===== src/rtl/tlb_array.sv =====
`default_nettype none
// ============================================================================
// Module      : tlb_array
// Description : TLB entry storage with one write port, a combinational read
//               port and two registered associative search ports (fetch/data).
//               Optional macro TLB_WRITE_FORWARD_EN forwards same-cycle write
//               data into searches.
// Revision    : 1.0 - initial release
// ============================================================================
module tlb_array #(
    parameter int TLBNUM       = 16,
    parameter int TLBNUM_WIDTH = $clog2(TLBNUM)
) (
    input  logic                    clk,
    input  logic                    reset,
    input  logic                    we,
    input  logic [TLBNUM_WIDTH-1:0] w_index,
    input  logic [18:0]             w_vpn2,
    input  logic [7:0]              w_asid,
    input  logic                    w_g,
    input  logic [19:0]             w_pfn0,
    input  logic [2:0]              w_c0,
    input  logic                    w_d0,
    input  logic                    w_v0,
    input  logic [19:0]             w_pfn1,
    input  logic [2:0]              w_c1,
    input  logic                    w_d1,
    input  logic                    w_v1,
    input  logic [TLBNUM_WIDTH-1:0] r_index,
    output logic [18:0]             r_vpn2,
    output logic [7:0]              r_asid,
    output logic                    r_g,
    output logic [19:0]             r_pfn0,
    output logic [2:0]              r_c0,
    output logic                    r_d0,
    output logic                    r_v0,
    output logic [19:0]             r_pfn1,
    output logic [2:0]              r_c1,
    output logic                    r_d1,
    output logic                    r_v1,
    input  logic                    s0_req,
    input  logic [18:0]             s0_vpn2,
    input  logic                    s0_odd_page,
    input  logic [7:0]              s0_asid,
    output logic                    s0_done,
    output logic                    s0_found,
    output logic [TLBNUM_WIDTH-1:0] s0_index,
    output logic [19:0]             s0_pfn,
    output logic [2:0]              s0_c,
    output logic                    s0_d,
    output logic                    s0_v,
    output logic                    s0_multi,
    input  logic                    s1_req,
    input  logic [18:0]             s1_vpn2,
    input  logic                    s1_odd_page,
    input  logic [7:0]              s1_asid,
    output logic                    s1_done,
    output logic                    s1_found,
    output logic [TLBNUM_WIDTH-1:0] s1_index,
    output logic [19:0]             s1_pfn,
    output logic [2:0]              s1_c,
    output logic                    s1_d,
    output logic                    s1_v,
    output logic                    s1_multi,
    output logic [TLBNUM_WIDTH:0]   s1_probe
);

    typedef struct packed {
        logic [18:0] vpn2;
        logic [7:0]  asid;
        logic        g;
        logic [19:0] pfn0;
        logic [2:0]  c0;
        logic        d0;
        logic        v0;
        logic [19:0] pfn1;
        logic [2:0]  c1;
        logic        d1;
        logic        v1;
    } entry_t;

    typedef struct packed {
        logic [18:0] vpn2;
        logic        odd_page;
        logic [7:0]  asid;
    } key_t;

    typedef struct packed {
        logic                    found;
        logic [TLBNUM_WIDTH-1:0] index;
        logic [19:0]             pfn;
        logic [2:0]              c;
        logic                    d;
        logic                    v;
        logic                    multi;
    } result_t;

    localparam int c_NUM_PORTS = 2;

    entry_t                   r_tlb  [TLBNUM];
    entry_t                   w_view [TLBNUM];
    entry_t                   w_wr_entry;
    entry_t                   w_rd_entry;
    key_t                     w_key  [c_NUM_PORTS];
    logic [c_NUM_PORTS-1:0]   w_req;
    result_t                  w_res  [c_NUM_PORTS];
    logic [c_NUM_PORTS-1:0]   r_done;
    result_t                  r_res  [c_NUM_PORTS];
    logic [TLBNUM_WIDTH:0]    r_probe;

    assign w_wr_entry = '{vpn2: w_vpn2, asid: w_asid, g: w_g,
                          pfn0: w_pfn0, c0: w_c0, d0: w_d0, v0: w_v0,
                          pfn1: w_pfn1, c1: w_c1, d1: w_d1, v1: w_v1};

    assign w_key[0] = '{vpn2: s0_vpn2, odd_page: s0_odd_page, asid: s0_asid};
    assign w_key[1] = '{vpn2: s1_vpn2, odd_page: s1_odd_page, asid: s1_asid};
    assign w_req    = {s1_req, s0_req};

    always_ff @(posedge clk or posedge reset) begin
        if (reset) begin
            for (int i = 0; i < TLBNUM; i++) begin
                r_tlb[i] <= '0;
            end
        end else if (we) begin
            r_tlb[w_index] <= w_wr_entry;
        end
    end

    assign w_rd_entry = r_tlb[r_index];
    assign r_vpn2 = w_rd_entry.vpn2;
    assign r_asid = w_rd_entry.asid;
    assign r_g    = w_rd_entry.g;
    assign r_pfn0 = w_rd_entry.pfn0;
    assign r_c0   = w_rd_entry.c0;
    assign r_d0   = w_rd_entry.d0;
    assign r_v0   = w_rd_entry.v0;
    assign r_pfn1 = w_rd_entry.pfn1;
    assign r_c1   = w_rd_entry.c1;
    assign r_d1   = w_rd_entry.d1;
    assign r_v1   = w_rd_entry.v1;

    // The view searched this cycle: stored contents, optionally overlaid with the pending write.
    for (genvar i = 0; i < TLBNUM; i++) begin : g_entry
`ifdef TLB_WRITE_FORWARD_EN
        assign w_view[i] = (we && (w_index == TLBNUM_WIDTH'(i))) ? w_wr_entry : r_tlb[i];
`else
        assign w_view[i] = r_tlb[i];
`endif
    end

    for (genvar p = 0; p < c_NUM_PORTS; p++) begin : g_port
        result_t w_lookup;
        entry_t  w_sel;

        always_comb begin
            w_lookup = '0;
            w_sel    = '0;
            for (int i = 0; i < TLBNUM; i++) begin
                if ((w_view[i].vpn2 == w_key[p].vpn2) &&
                    (w_view[i].g || (w_view[i].asid == w_key[p].asid))) begin
                    if (w_lookup.found) begin
                        w_lookup.multi = 1'b1;
                    end else begin
                        w_lookup.found = 1'b1;
                        w_lookup.index = TLBNUM_WIDTH'(i);
                    end
                end
            end
            if (w_lookup.found) begin
                w_sel = w_view[w_lookup.index];
                if (w_key[p].odd_page) begin
                    {w_lookup.pfn, w_lookup.c, w_lookup.d, w_lookup.v} =
                        {w_sel.pfn1, w_sel.c1, w_sel.d1, w_sel.v1};
                end else begin
                    {w_lookup.pfn, w_lookup.c, w_lookup.d, w_lookup.v} =
                        {w_sel.pfn0, w_sel.c0, w_sel.d0, w_sel.v0};
                end
            end
        end

        assign w_res[p] = w_lookup;
    end

    // Results update only on an accepted request and otherwise hold.
    always_ff @(posedge clk or posedge reset) begin
        if (reset) begin
            r_done  <= '0;
            r_probe <= '0;
            for (int n = 0; n < c_NUM_PORTS; n++) begin
                r_res[n] <= '0;
            end
        end else begin
            r_done <= w_req;
            for (int n = 0; n < c_NUM_PORTS; n++) begin
                if (w_req[n]) begin
                    r_res[n] <= w_res[n];
                end
            end
            if (w_req[1]) begin
                r_probe <= {~w_res[1].found, w_res[1].index};
            end
        end
    end

    assign s0_done  = r_done[0];
    assign s0_found = r_res[0].found;
    assign s0_index = r_res[0].index;
    assign s0_pfn   = r_res[0].pfn;
    assign s0_c     = r_res[0].c;
    assign s0_d     = r_res[0].d;
    assign s0_v     = r_res[0].v;
    assign s0_multi = r_res[0].multi;

    assign s1_done  = r_done[1];
    assign s1_found = r_res[1].found;
    assign s1_index = r_res[1].index;
    assign s1_pfn   = r_res[1].pfn;
    assign s1_c     = r_res[1].c;
    assign s1_d     = r_res[1].d;
    assign s1_v     = r_res[1].v;
    assign s1_multi = r_res[1].multi;
    assign s1_probe = r_probe;

endmodule
`default_nettype wire


===== config.mk =====
export PLATFORM = sky130hd
export DESIGN_NAME = tlb_array
export DESIGN_NICKNAME = d
export VERILOG_FILES = /design/src/rtl/tlb_array.sv
export SDC_FILE = /design/constraint.sdc
export NUM_CORES = 2
export LEC_CHECK = 0
export BUFFER_PORTS_ARGS = -buffer_cell sky130_fd_sc_hd__buf_4
export CORE_ASPECT_RATIO = 0.7
export CORE_MARGIN = 2
export CORE_UTILIZATION = 60
export CTS_CLUSTER_SIZE = 10
export DETAILED_ROUTE_END_ITERATION = 12
export PLACE_DENSITY = 0.86
export SLEW_MARGIN = 0
export SYNTH_ARGS = -nofsm -noshare
export SYNTH_HDL_FRONTEND = slang
export SYNTH_SLANG_ARGS = --single-unit

===== constraint.sdc =====
create_clock -name clk -period 48.5 [get_ports clk]
set_input_delay 7.275 -clock clk [delete_from_list [all_inputs] [get_ports clk]]
set_output_delay 7.275 -clock clk [all_outputs]
set_load 0.02 [all_outputs]

==> results.md <==
* Leakage at 37.8 nW
* Setup violations, final at 0
* Min Clock Period, post-route at between 15 and 20 ns
* Critical path class: in -> out
* Commonest non-fill, non-tap cell in the layout: dfrtp_1
* Post_cts resized at 0
* Endpoints failing hold at 0
* Period utilization at 0.372
* Die Span X at 449 um
* Largest net degree at the start of global routing at 181
* Pre-antenna DRT Iters at 13
* Worst-path fanout max at 57
* Global-route wire length before repair at 519,000 um
* Number of synthesized flops with an enable pin at 0
* Critical Path AT at 10.78 ns
* GR Overflow Total at 0
* Cell count after synthesis at roughly 7.3k
* Total core area at about 140,000 um^2
* Vias/cell at 8.02
* Die Span Y at 316 um
* Top_reg_cell synth: dfrtp_1
* Final ANT Viol Nets at 0
* Vias in the first global route at slightly below 70k
* Register area at ~33,000 um^2
* Final instance area at between 90,000 and 100,000 um^2
* VDD IR max at 0.0000414 V
* CP Data Required Time at ~40 ns
* Total GRT Usage at 0.512
* Clock slew at reported path FFs at 0.05 ns
* DRC marker count from the first detailed-route iteration at between 10k and 15k
* Multi-input logic area at 47,300 um^2
* Initial Util at 0.604
* Layout Nets at 7,298
* Setup WS pre-CTS at 30.50 ns
* Syn nets at 7,418
* Share of cells above drive strength 1 at 0.327
* Ys async rst share at 1.00
* Final-report max-slew violation count at 17
* Clock Sinks at around 1.3k
* PwrDens at 42.2 nW/um^2
* Die area at 142,000 um^2
* DP HPWL at 232,000 um
* Total Power at around 3.8 mW
* Antenna violations before repair at 34
* Synth Cell Area at 83,300 um^2
* Max Root-Sink Buffers at 3
* Hold Slack at 0.516 ns
* Nature of the critical path endpoint: output port
* Site Rows at roughly 110
* Final WS setup at 30.44 ns
* RSZ-0062 raised after global routing: false
* Fmax at 55.4 MHz
* Netlist cell types at 86
* Kind of path behind the tightest hold check: reg -> reg
* Clk_skew at between 0.04 and 0.05 ns
* Total wire length at approximately 370,000 um
* CTS tree: built
* Routability cong. at 1.07
* Worst skew pair latency at roughly 0.85 ns
* Max Cap Viol at 8
* Dpl cell area at 86,200 um^2
* Seq/Total Area, Yosys at 0.395
* Failing checks: design-rule violations, max-capacitance violations, max-slew violations
* Synthesis-to-finish area growth at 8.64%
* Htree depth at 4
* Final Non-Filler Cells at 9,075
* Via count at 72.8k
* Most frequent cells in the layout: dfrtp_1 (1,313), mux2_2 (1,237), xor2_1 (768), nand2_1 (555), buf_4 (434)
* Fillcell total at between 10k and 15k
* Placed cell count at 8,853
* Routed WL per cell at 40.6 um
* Tightest Pin Transition at 1.73 ns
* Final Core Density at 0.656
* Slew HR at -0.156
* Setup TNS at 0 ns
* Root Driver: clkbuf_16
* Status: finished with violations
* Syn Area/Cell at 11.5 um^2
* Synth warn at 0
* Hold buffers post-CTS at 0
* Setup bufs post-CTS at 0
* CTS buffer count at 152
* Ports at 294
* Seq cells post-synth at about 1.3k
* Startpoint Class: input port
* # DRC at 3
* Port buffer count at a little under 300
path summary, 6_finish.rpt:
path	start	endpoint	slack, ns	cells past startpoint
worst max-delay path	r_index[1]	r_vpn2[7]	30.44	6
worst min register to register	s1_probe[4]$_DFFE_PP0P_	s1_probe[4]$_DFFE_PP0P_	0.52	1
max in group asynchronous	reset	r_tlb[10]$_DFFE_PP0P_	38.86	5
worst max register to register	r_tlb[1076]$_DFFE_PP0P_	s0_pfn[5]$_DFFE_PP0P_	40.24	14
min in group asynchronous	reset	r_tlb[1150]$_DFFE_PP0P_	6.56	2
worst min-delay path	s1_probe[4]$_DFFE_PP0P_	s1_probe[4]$_DFFE_PP0P_	0.52	1
layer usage:
layer | GRT usage | up-vias | share of wire
li1 | - | 26869 | -
met1 | 0.644 | 36001 | 0.35
met2 | 0.649 | 7633 | 0.37
met3 | 0.338 | 2225 | 0.20
met4 | 0.288 | 38 | 0.075
met5 | 0.0212 | - | 0.0018
worst max-delay path: stages:
cell	delay, ns
buf_8	0.36
buf_4	0.77
buf_4	0.86
mux4_2	0.60
mux4_2	0.60
buf_4	0.21
kinds of logic after synthesis:
group / synth area share
multiplexers: 0.300
AND/OR/NAND/NOR: 0.0821
flip-flops: 0.395
AO/OA/AOI/OAI: 0.0891
XOR/XNOR: 0.0909
buffers and inverters: 0.0425
adder cells (fa/ha/maj): 0.000361
cells in the mapped netlist, types with 49 or more instances:
cell	instances	share of area
o22ai_1	91	0.0068
nand3_1	240	0.014
dfrtp_1	1313	0.39
a21oi_1	104	0.0063
mux2_2	1237	0.17
buf_4	71	0.0064
xnor2_1	96	0.010
nor2_1	99	0.0045
xor2_1	768	0.081
a31oi_1	99	0.0074
o21ai_0	161	0.0097
inv_1	72	0.0032
mux4_2	390	0.11
buf_2	182	0.011
nand2_1	559	0.025
a211oi_1	86	0.0078
a32oi_1	49	0.0052
buf_1	91	0.0041
nor4_1	256	0.019
nor3_1	96	0.0058
mux2i_1	227	0.027
clkbuf_1	364	0.016
area by class of cell:
class,instances,share of cell area
Antenna cell,35,0.000968
Clock buffer,177,0.0450
Clock inverter,10,0.00149
Inverter,73,0.00311
Multi-Input combinational cell,5167,0.522
Sequential cell,1313,0.363
Tap cell,1856,0.0257
Timing Repair Buffer,444,0.0380
power by group:
part / switching, mW / leakage [nW] / internal (mW)
sequential: 0.413 / 16.2 / 1.34
combinational: 0.486 / 19.5 / 0.514
clock: 0.476 / 2.07 / 0.590
total: 1.37 / 37.8 / 2.44
sequential cells by signal, summed over array words and instances, names as in the netlist:
signal    cells
s0_index      4
s0_d          1
s1_multi      1
s1_index      3
s1_d          1
r_tlb      1248
s1_v          1
s0_v          1
s0_pfn       20
s1_c          3
s1_found      1
s0_multi      1
s0_found      1
r_done        2
s0_c          3
s1_probe      2
s1_pfn       20
Power figures use the tool's default switching activity.
